### config.mk
export PLATFORM = sky130hd
export DESIGN_NAME = neuron_stat_updater
export DESIGN_NICKNAME = d
export VERILOG_FILES = /design/src/rtl/neuron_stat_updater_pkg.sv /design/src/rtl/nurn_integrate_cmp.sv /design/src/rtl/neuron_stat_updater.sv
export SDC_FILE = /design/constraint.sdc
export NUM_CORES = 1
export LEC_CHECK = 0
export BUFFER_PORTS_ARGS = -buffer_cell sky130_fd_sc_hd__buf_2
export CORE_MARGIN = 2
export CORE_UTILIZATION = 63
export CTS_CLUSTER_SIZE = 28
export DETAILED_ROUTE_END_ITERATION = 12
export PLACE_DENSITY = 0.91
export RECOVER_POWER = 50
export SLEW_MARGIN = 20
export SYNTH_ARGS = -nofsm -noshare
export SYNTH_HDL_FRONTEND = slang
export SYNTH_SLANG_ARGS = --single-unit
### constraint.sdc
create_clock -name clk_i -period 15.2 [get_ports clk_i]
set_clock_uncertainty 0.1 [all_clocks]
set_input_delay 4.56 -clock clk_i [delete_from_list [all_inputs] [get_ports clk_i]]
set_output_delay 4.56 -clock clk_i [all_outputs]
set_load 0.02 [all_outputs]
### src/rtl/neuron_stat_updater_pkg.sv
// Shared definitions for the neuron status sweep: status-memory field selects,
// sequencer states and the signed saturation limits used by the integrator.
package neuron_stat_updater_pkg;

   localparam logic [1:0] SEL_BIAS = 2'b00;
   localparam logic [1:0] SEL_POT  = 2'b01;
   localparam logic [1:0] SEL_TH   = 2'b10;
   localparam logic [1:0] SEL_HIST = 2'b11;

   typedef enum logic [3:0] {
      ST_IDLE = 4'd0,
      ST_RB   = 4'd1,
      ST_RP   = 4'd2,
      ST_RT   = 4'd3,
      ST_RH   = 4'd4,
      ST_CMP  = 4'd5,
      ST_WP   = 4'd6,
      ST_WH   = 4'd7,
      ST_DONE = 4'd8
   } state_t;

   // Largest (upper=1) or smallest (upper=0) two's complement value of a given width.
   function automatic logic signed [63:0] sat_limit(input int unsigned width, input logic upper);
      logic signed [63:0] lim_s;
      if (upper) begin
         lim_s = (64'sd1 <<< (width - 32'd1)) - 64'sd1;
      end else begin
         lim_s = -(64'sd1 <<< (width - 32'd1));
      end
      return lim_s;
   endfunction

endpackage

### src/rtl/nurn_integrate_cmp.sv
// Per-neuron datapath: saturating membrane integration, threshold compare and
// post-spike history update. Purely combinational; the sequencer registers results.
module nurn_integrate_cmp
   import neuron_stat_updater_pkg::*;
#(
   parameter int DSIZE              = 16,
   parameter int STDP_WIN_BIT_WIDTH = 8
) (
   input  logic [DSIZE-1:0]              bias,
   input  logic [DSIZE-1:0]              pot,
   input  logic [DSIZE-1:0]              th,
   input  logic [STDP_WIN_BIT_WIDTH-1:0] hist,
   output logic [DSIZE-1:0]              sum,
   output logic                          fire,
   output logic [STDP_WIN_BIT_WIDTH-1:0] next_hist
);

   localparam logic signed [63:0] MAX_WIDE = sat_limit(DSIZE, 1'b1);
   localparam logic signed [63:0] MIN_WIDE = sat_limit(DSIZE, 1'b0);
   localparam logic [DSIZE-1:0] SAT_MAX = MAX_WIDE[DSIZE-1:0];
   localparam logic [DSIZE-1:0] SAT_MIN = MIN_WIDE[DSIZE-1:0];
   localparam logic [STDP_WIN_BIT_WIDTH-1:0] HIST_MAX = '1;
   localparam logic [STDP_WIN_BIT_WIDTH-1:0] HIST_ONE = {{(STDP_WIN_BIT_WIDTH-1){1'b0}}, 1'b1};

   logic [DSIZE:0] wide_sum_s;

   // Integrate, clamp on overflow (top two bits of the wide sum disagree), compare, update history.
   always_comb begin
      wide_sum_s = {bias[DSIZE-1], bias} + {pot[DSIZE-1], pot};
      if (wide_sum_s[DSIZE] != wide_sum_s[DSIZE-1]) begin
         sum = wide_sum_s[DSIZE] ? SAT_MIN : SAT_MAX;
      end else begin
         sum = wide_sum_s[DSIZE-1:0];
      end
      fire = ($signed(sum) >= $signed(th));
      if (fire) begin
         next_hist = '0;
      end else if (hist == HIST_MAX) begin
         next_hist = hist;
      end else begin
         next_hist = hist + HIST_ONE;
      end
   end

endmodule

### src/rtl/neuron_stat_updater.sv
// Time-step sequencer: sweeps every neuron through read/integrate/compare/write-back
// against the status memory and emits one spike event per firing neuron.
module neuron_stat_updater
   import neuron_stat_updater_pkg::*;
#(
   parameter int NUM_NURNS          = 256,
   parameter int DSIZE              = 16,
   parameter int NURN_CNT_BIT_WIDTH = 8,
   parameter int STDP_WIN_BIT_WIDTH = 8
) (
   input  logic                          clk_i,
   input  logic                          rst_n_i,
   input  logic                          start_i,
   output logic                          busy_o,
   output logic                          done_o,
   output logic [NURN_CNT_BIT_WIDTH+1:0] Addr_StatRd_A_o,
   output logic                          rdEn_StatRd_A_o,
   input  logic [DSIZE-1:0]              data_StatRd_A_i,
   output logic [NURN_CNT_BIT_WIDTH+1:0] Addr_StatWr_B_o,
   output logic                          wrEn_StatWr_B_o,
   output logic [DSIZE-1:0]              data_StatWr_B_o,
   output logic                          spike_o,
   output logic [NURN_CNT_BIT_WIDTH-1:0] spikeNurnId_o
);

   localparam int NW = NURN_CNT_BIT_WIDTH;
   localparam int SW = STDP_WIN_BIT_WIDTH;
   localparam logic [NW-1:0] LAST_NURN = NW'(NUM_NURNS - 1);
   localparam logic [NW-1:0] NURN_ONE  = {{(NW-1){1'b0}}, 1'b1};

   state_t          state_r, next_state_s;
   logic [NW-1:0]   nurn_r, nurn_next_s;
   logic [DSIZE-1:0] bias_r, pot_r, th_r;
   logic [SW-1:0]   hist_r;

   logic [DSIZE-1:0] sum_s;
   logic             fire_s;
   logic [SW-1:0]    next_hist_s;

   logic             rd_en_s, wr_en_s, spike_s, busy_s, done_s;
   logic [NW+1:0]    rd_addr_s, wr_addr_s;
   logic [DSIZE-1:0] wr_data_s;
   logic [NW-1:0]    spike_id_s;

   nurn_integrate_cmp #(
      .DSIZE              (DSIZE),
      .STDP_WIN_BIT_WIDTH (SW)
   ) u_integrate_cmp (
      .bias      (bias_r),
      .pot       (pot_r),
      .th        (th_r),
      .hist      (hist_r),
      .sum       (sum_s),
      .fire      (fire_s),
      .next_hist (next_hist_s)
   );

   // Next state and next neuron index.
   always_comb begin
      next_state_s = state_r;
      nurn_next_s  = nurn_r;
      case (state_r)
         ST_IDLE: begin
            if (start_i) begin
               next_state_s = ST_RB;
            end else begin
               next_state_s = ST_IDLE;
            end
         end
         ST_RB:  next_state_s = ST_RP;
         ST_RP:  next_state_s = ST_RT;
         ST_RT:  next_state_s = ST_RH;
         ST_RH:  next_state_s = ST_CMP;
         ST_CMP: next_state_s = ST_WP;
         ST_WP:  next_state_s = ST_WH;
         ST_WH: begin
            if (nurn_r == LAST_NURN) begin
               next_state_s = ST_DONE;
            end else begin
               next_state_s = ST_RB;
               nurn_next_s  = nurn_r + NURN_ONE;
            end
         end
         ST_DONE: begin
            next_state_s = ST_IDLE;
            nurn_next_s  = '0;
         end
         default: begin
            next_state_s = ST_IDLE;
            nurn_next_s  = '0;
         end
      endcase
   end

   // Outputs are decoded from the upcoming state so the registered ports line up with it.
   always_comb begin
      rd_en_s    = 1'b0;
      rd_addr_s  = '0;
      wr_en_s    = 1'b0;
      wr_addr_s  = '0;
      wr_data_s  = '0;
      spike_s    = 1'b0;
      spike_id_s = '0;
      busy_s     = 1'b0;
      done_s     = 1'b0;
      case (next_state_s)
         ST_RB: begin
            busy_s = 1'b1; rd_en_s = 1'b1; rd_addr_s = {nurn_next_s, SEL_BIAS};
         end
         ST_RP: begin
            busy_s = 1'b1; rd_en_s = 1'b1; rd_addr_s = {nurn_next_s, SEL_POT};
         end
         ST_RT: begin
            busy_s = 1'b1; rd_en_s = 1'b1; rd_addr_s = {nurn_next_s, SEL_TH};
         end
         ST_RH: begin
            busy_s = 1'b1; rd_en_s = 1'b1; rd_addr_s = {nurn_next_s, SEL_HIST};
         end
         ST_CMP: busy_s = 1'b1;
         ST_WP: begin
            busy_s    = 1'b1;
            wr_en_s   = 1'b1;
            wr_addr_s = {nurn_next_s, SEL_POT};
            if (fire_s) begin
               wr_data_s  = '0;
               spike_s    = 1'b1;
               spike_id_s = nurn_next_s;
            end else begin
               wr_data_s  = sum_s;
            end
         end
         ST_WH: begin
            busy_s    = 1'b1;
            wr_en_s   = 1'b1;
            wr_addr_s = {nurn_next_s, SEL_HIST};
            wr_data_s = DSIZE'(next_hist_s);
         end
         ST_DONE: done_s = 1'b1;
         default: busy_s = 1'b0;
      endcase
   end

   // Sequencer state, neuron index and operand capture (read data lags rdEn by one cycle).
   always_ff @(posedge clk_i or negedge rst_n_i) begin
      if (!rst_n_i) begin
         state_r <= ST_IDLE;
         nurn_r  <= '0;
         bias_r  <= '0;
         pot_r   <= '0;
         th_r    <= '0;
         hist_r  <= '0;
      end else begin
         state_r <= next_state_s;
         nurn_r  <= nurn_next_s;
         case (state_r)
            ST_RP:   bias_r <= data_StatRd_A_i;
            ST_RT:   pot_r  <= data_StatRd_A_i;
            ST_RH:   th_r   <= data_StatRd_A_i;
            ST_CMP:  hist_r <= data_StatRd_A_i[SW-1:0];
            default: hist_r <= hist_r;
         endcase
      end
   end

   // Registered output ports.
   always_ff @(posedge clk_i or negedge rst_n_i) begin
      if (!rst_n_i) begin
         busy_o          <= 1'b0;
         done_o          <= 1'b0;
         Addr_StatRd_A_o <= '0;
         rdEn_StatRd_A_o <= 1'b0;
         Addr_StatWr_B_o <= '0;
         wrEn_StatWr_B_o <= 1'b0;
         data_StatWr_B_o <= '0;
         spike_o         <= 1'b0;
         spikeNurnId_o   <= '0;
      end else begin
         busy_o          <= busy_s;
         done_o          <= done_s;
         Addr_StatRd_A_o <= rd_addr_s;
         rdEn_StatRd_A_o <= rd_en_s;
         Addr_StatWr_B_o <= wr_addr_s;
         wrEn_StatWr_B_o <= wr_en_s;
         data_StatWr_B_o <= wr_data_s;
         spike_o         <= spike_s;
         spikeNurnId_o   <= spike_id_s;
      end
   end

endmodule

==> results.yml, run 1 <==
placed_design:
  place_hpwl_um: 9350
  port_buffers: 67
  dpl-instance-area_um2: 6090
  gp_congestion: 0.944
clocking:
  cts_buffers: 17
  cts_buffer_depth: 2
  hold_buffers: 0
  cts_htree_levels: 4
  tritoncts: "done"
  cts_sinks: 116
  post_cts_buffers: 0
  postCtsResizedCells: 0
  path_clk_slew_ps: 60
  clkLatencyLatePin_ps: 520
  cts-root-buf: "clkbuf_8"
setup_path:
  cp-end-kind: "async pin"
  slowest_delay_ps: 1820
  crit_family: "buffers and inverters"
  path_class: "in2async"
  startpoint_type: "input pin"
  critPathArrivalTime_ps: 7340
  path_max_fanout: 66
  worst-path-buf-inv: 2
  worstPathCellList: "clkbuf_1 -> buf_4"
  critPathRequiredTime_ps: 15660
  slowest_stage: "clkbuf_1"
logic_synthesis:
  synth_edf_count: 0
  netlist_instances: 555
  synth_xor_area_share_pct: 3.40
  syn_nets: 611
  avgSynthCellArea_um2: 10.2
  synth_seq_cells: 116
  synth-simple-area-share_pct: 14.5
  yosys_warnings: 0
  synth_mux_area_share_pct: 6.98
  synthAdderAreaFrac_pct: 8.30
  synth_compound_area_share_pct: 11.5
  syn_area_um2: 5670
  synth_top_family_by_area: "simple AND/OR/NAND/NOR gates"
  ys_types: 48
  ys_seq_area_share_pct: 51.2
  async_reset_ff_share_pct: 100
  ys.flop_type: "dfrtp_1"
floorplanning:
  rows: 34
  start_util_pct: 65.0
  die_h_um: 98.8
  dieArea_um2: 9770
  core_region_area_um2: 8720
  fp.dieW_um: 98.8
  io_pins: 68
run_status:
  outcome: "finished, violations left"
  violations: "capacitance limit, slew limit"
sta:
  worstMarginPinSlew_ps: 2620
  relSlewSlack_pct: -74.4
  period_needed_ps: 6890
  setup_violations: 0
  hold_ws_ps: 415
  hold_violations: 0
  slew_violations: 52
  grt_setup_unrepaired: "false"
  final.setup.tns_ps: 0
  fin_crit_sh_pct: 45.3
  clock.fmax_mhz: 145
grt:
  grt_pass1_vias: 4679
  antenna_found_initial: 0
  grt_max_degree: 67
  grt_pass1_wl_um: 22500
  grt_overflow: 0
  grtUsageTotal_pct: 29.5
route:
  avgRoutedWirePerCell_um: 18.2
  met3_length_um: 757
  wl_met2_um: 7000
  first_pass_iters: 5
  drc_errors: 0
  antenna_left: 0
  drt-initial-drc-count: 275
  drt_wl_total_um: 13600
  via_count: 4491
  vias_per_cell: 6.02
  maxUsedRoutingLayer: "met4"
  wl_met1_um: 5230
layout:
  syn2layout_area_growth_pct: 17.9
  num_antenna_cells: 0
  layout-drive-gt1-share_pct: 19.6
  num-nets-final: 681
  finalInstanceArea_um2: 6680
  nFillCells: 574
min_path:
  min_path_type: "reg2reg"
flow_run:
  cap_violations: 1
[flip-flops by register name, summed over array words and instances, names as in the netlist]
register	count
Addr_StatRd_A_o	10
Addr_StatWr_B_o	10
bias_r	16
busy_o	1
data_StatWr_B_o	16
done_o	1
hist_r	8
nurn_r	8
pot_r	16
rdEn_StatRd_A_o	1
spikeNurnId_o	8
spike_o	1
state_r	4
th_r	16
[cell type report]
| type | instances | area [um^2] | share of cell area (%) |
|---|---|---|---|
| repair buffers | 71 | 340 | 5.10 |
| clock inverters | 15 | 196 | 2.94 |
| well taps | 108 | 135 | 2.02 |
| clock buffers | 17 | 414 | 6.20 |
| inverters | 38 | 143 | 2.14 |
| flip-flops and latches | 116 | 2900 | 43.5 |
| multi-input cells | 381 | 2550 | 38.1 |
[per-stage QoR]
stage	setup slack [ps]	utilization (%)	cells
after floorplan	9800	-	555
after global placement	9260	69.9	714
after detailed placement	9170	69.9	714
after CTS	9120	76.9	746
after global routing	7590	76.6	746
final	8310	76.6	746
[cell usage in the layout (no fill, tap or decap), types with 9 or more instances in the layout]
| master | synthesis | final |
|---|---|---|
| a21o_1 | 10 | 10 |
| a21oi_1 | 29 | 29 |
| buf_2 | 1 | 50 |
| clkbuf_1 | 16 | 18 |
| clkbuf_16 | 0 | 16 |
| dfrtp_1 | 116 | 116 |
| ha_1 | 36 | 36 |
| inv_1 | 37 | 37 |
| mux2_2 | 32 | 31 |
| nand2_1 | 65 | 65 |
| nand3_1 | 15 | 15 |
| nand4_1 | 9 | 9 |
| nor2_1 | 51 | 51 |
| o21ai_0 | 29 | 30 |
| xor2_1 | 14 | 14 |
[worst paths after layout]
check / from / to / slack, ps / cells after the start
worst min-delay path: pot_r[4] / pot_r[4] / 420 / 1
min in group asynchronous: rst_n_i / data_StatWr_B_o[12] / 4740 / 1
max in group clk_i: bias_r[0] / data_StatWr_B_o[1] / 9120 / 19
worst max-delay path: rst_n_i / data_StatWr_B_o[5] / 8310 / 2
worst min register to register: pot_r[4] / pot_r[4] / 420 / 1
worst max register to register: bias_r[0] / data_StatWr_B_o[1] / 9120 / 19
[synth_stat cells (3+ instances only)]
| library cell | number | area [um^2] |
|---|---|---|
| dfrtp_1 | 116 | 2900 |
| nand2_1 | 65 | 244 |
| nor2_1 | 51 | 191 |
| inv_1 | 37 | 139 |
| ha_1 | 36 | 450 |
| mux2_2 | 32 | 360 |
| a21oi_1 | 29 | 145 |
| o21ai_0 | 29 | 145 |
| clkbuf_1 | 16 | 60.1 |
| nand3_1 | 15 | 75.1 |
| xor2_1 | 14 | 123 |
| nor3_1 | 11 | 55.1 |
| a21o_1 | 10 | 75.1 |
| nand4_1 | 9 | 56.3 |
| xnor2_1 | 8 | 70.1 |
| a211oi_1 | 6 | 45.0 |
| nand2b_1 | 6 | 37.5 |
| and3_1 | 5 | 31.3 |
| o22ai_1 | 5 | 31.3 |
| nor2b_1 | 4 | 25.0 |
| o211ai_1 | 4 | 30.0 |
| o21a_1 | 4 | 30.0 |
| a31oi_1 | 3 | 18.8 |
| nor4_1 | 3 | 18.8 |
| o32ai_1 | 3 | 26.3 |
| or2_2 | 3 | 18.8 |
| or3_1 | 3 | 18.8 |
[per-layer routing]
layer	up-vias	global-route usage, %
met5	-	0
met1	2193	34.6
met4	0	13.6
met3	49	7.94
met2	195	50.7
li1	2054	-
[kinds of logic after synthesis]
family                     after synthesis
and+or+nand+nor                        182
adders and majority gates               37
buffers and inverters                   58
xor gates and xnor gates                22
AOI/OAI and AO/OA                      105
DFF                                    116
muxes                                   35
Power of run 1 is not shown: default switching activity piles up to over one toggle a cycle in this logic, so the estimate is an artifact.
==> inputs of run 2 (changes only) <==
- CORE_UTILIZATION: 63 -> 58
- PLACE_DENSITY: 0.91 -> 0.86
- clock period: 15.2 -> 6.4 ns (I/O delays scaled with it)
==> run 2 against run 1 <==
The run still ends with capacitance limit, slew limit left. Non-clock buffer count up 2. Setup slack worse by 7800 ps. Final cell count up 3.6%. Register-to-register slack worse by 8600 ps.
==> results.yml, run 2 (synthesis results as in run 1) <==
run_status:
  outcome: "finished, violations left"
  violations: "capacitance limit, slew limit"
route:
  drc_errors: 0
  drt-initial-drc-count: 249
  avgRoutedWirePerCell_um: 17.0
  drt_wl_total_um: 13200
  maxUsedRoutingLayer: "met4"
  antenna_left: 0
  wl_met2_um: 6630
  wl_met1_um: 5380
  via_count: 4302
  met3_length_um: 597
  vias_per_cell: 5.57
  first_pass_iters: 5
floorplanning:
  rows: 36
  start_util_pct: 58.8
  dieArea_um2: 10600
  io_pins: 68
  fp.dieW_um: 103
  die_h_um: 103
  core_region_area_um2: 9640
clocking:
  cts_sinks: 116
  cts_buffer_depth: 2
  path_clk_slew_ps: 60
  cts_htree_levels: 4
  cts_buffers: 17
  clkLatencyLatePin_ps: 530
  tritoncts: "done"
  cts-root-buf: "clkbuf_8"
grt:
  antenna_found_initial: 0
  grtUsageTotal_pct: 26.7
  grt_pass1_wl_um: 21000
  grt_pass1_vias: 4308
  grt_overflow: 0
  grt_max_degree: 60
setup_path:
  path_max_fanout: 16
  critPathRequiredTime_ps: 6710
  slowest_delay_ps: 580
  slowest_stage: "or3_1"
  cp-end-kind: "register"
  startpoint_type: "register"
  crit_top_cell: "a21oi_1"
  worstPathCellList: "ha_1 -> inv_1 -> fa_1 -> nand2b_1 -> a21oi_1 -> a21oi_1 -> o31a_1 -> xnor2_1 -> ha_2 -> and2_1 -> buf_4 -> a21oi_1 -> ha_1 -> a21o_1 -> nand3_1 -> a21oi_1 -> or4_1 -> mux2_4 -> or3_1 -> o32ai_1"
  critPathArrivalTime_ps: 6190
  path_class: "reg2reg"
  crit_family: "simple AND/OR/NAND/NOR gates"
  worst-path-buf-inv: 2
sta:
  hold_violations: 0
  relSlewSlack_pct: -106
  slew_violations: 60
  clock.fmax_mhz: 170
  worstMarginPinSlew_ps: 3090
  grt_setup_unrepaired: "false"
  fin_crit_sh_pct: 91.8
  setup_violations: 0
  final.setup.tns_ps: 0
  period_needed_ps: 5880
layout:
  num-nets-final: 683
  num_antenna_cells: 0
  final_cell_mix: "116 x dfrtp_1, 65 x nand2_1, 51 x nor2_1"
  syn2layout_area_growth_pct: 18.7
  layout-drive-gt1-share_pct: 19.4
  nFillCells: 737
  final_common_cell: "dfrtp_1"
placed_design:
  place_hpwl_um: 9440
  gp_congestion: 1.01
  port_buffers: 67
min_path:
  min_path_type: "reg2reg"
flow_run:
  cap_violations: 1
[run 2: layout make-up]
type	instances	area (um^2)	area share [%]
timing repair buffer	73	352	5.23
sequential	116	2900	43.2
clock inverter	11	178	2.64
clock buffer	21	439	6.53
multi-input combinational	381	2540	37.8
tap	133	166	2.47
inverter	38	143	2.12
[run 2: routing by layer]
metal | vias up | GRT usage (%)
met3 | 43 | 7.12
met1 | 2063 | 31.0
met4 | 0 | 14.4
li1 | 2060 | -
met5 | - | 0
met2 | 136 | 45.2
[run 2: worst register-to-register path, stage by stage, from the launching register on]
cell      delay, ps
dfrtp_1         350
ha_1            170
inv_1            60
fa_1            370
nand2b_1        190
a21oi_1         230
a21oi_1         180
o31a_1          360
xnor2_1         170
ha_2            500
and2_1          370
buf_4           260
a21oi_1          60
ha_1            310
a21o_1          190
nand3_1          80
a21oi_1          60
or4_1           490
mux2_4          340
or3_1           580
o32ai_1         350
[run 2: final timing paths]
kind	slack (ps)	cells past startpoint	endpoint	from
hold / removal	420	1	pot_r[5]	pot_r[5]
max in group asynchronous	1880	2	nurn_r[3]	rst_n_i
hold reg to reg	420	1	pot_r[5]	pot_r[5]
setup / recovery	520	20	data_StatWr_B_o[1]	bias_r[0]
min in group asynchronous	2310	1	data_StatWr_B_o[12]	rst_n_i
setup reg to reg	520	20	data_StatWr_B_o[1]	bias_r[0]
[run 2: repair_timing]
action                     4_1_cts  5_1_grt
setup buffers                    0        0
setup endpoints to repair        0        1
hold buffers                     0        0
resized for setup                0        1
[run 2: through the flow]
step / util [%] / hold slack (ps) / cells / setup slack (ps) / instance area (um^2)
6_report: 69.8 / 416 / 773 / 523 / 6720
3_3_place_gp: 63.7 / 393 / 741 / 744 / 6140
3_5_place_dp: 63.7 / 403 / 741 / 483 / 6140
2_1_floorplan: - / 381 / 555 / 1270 / 5670
5_1_grt: 69.8 / 443 / 773 / 76.2 / 6720
4_1_cts: 70.1 / 417 / 773 / 471 / 6760
Power of run 2 is left out for the same reason.
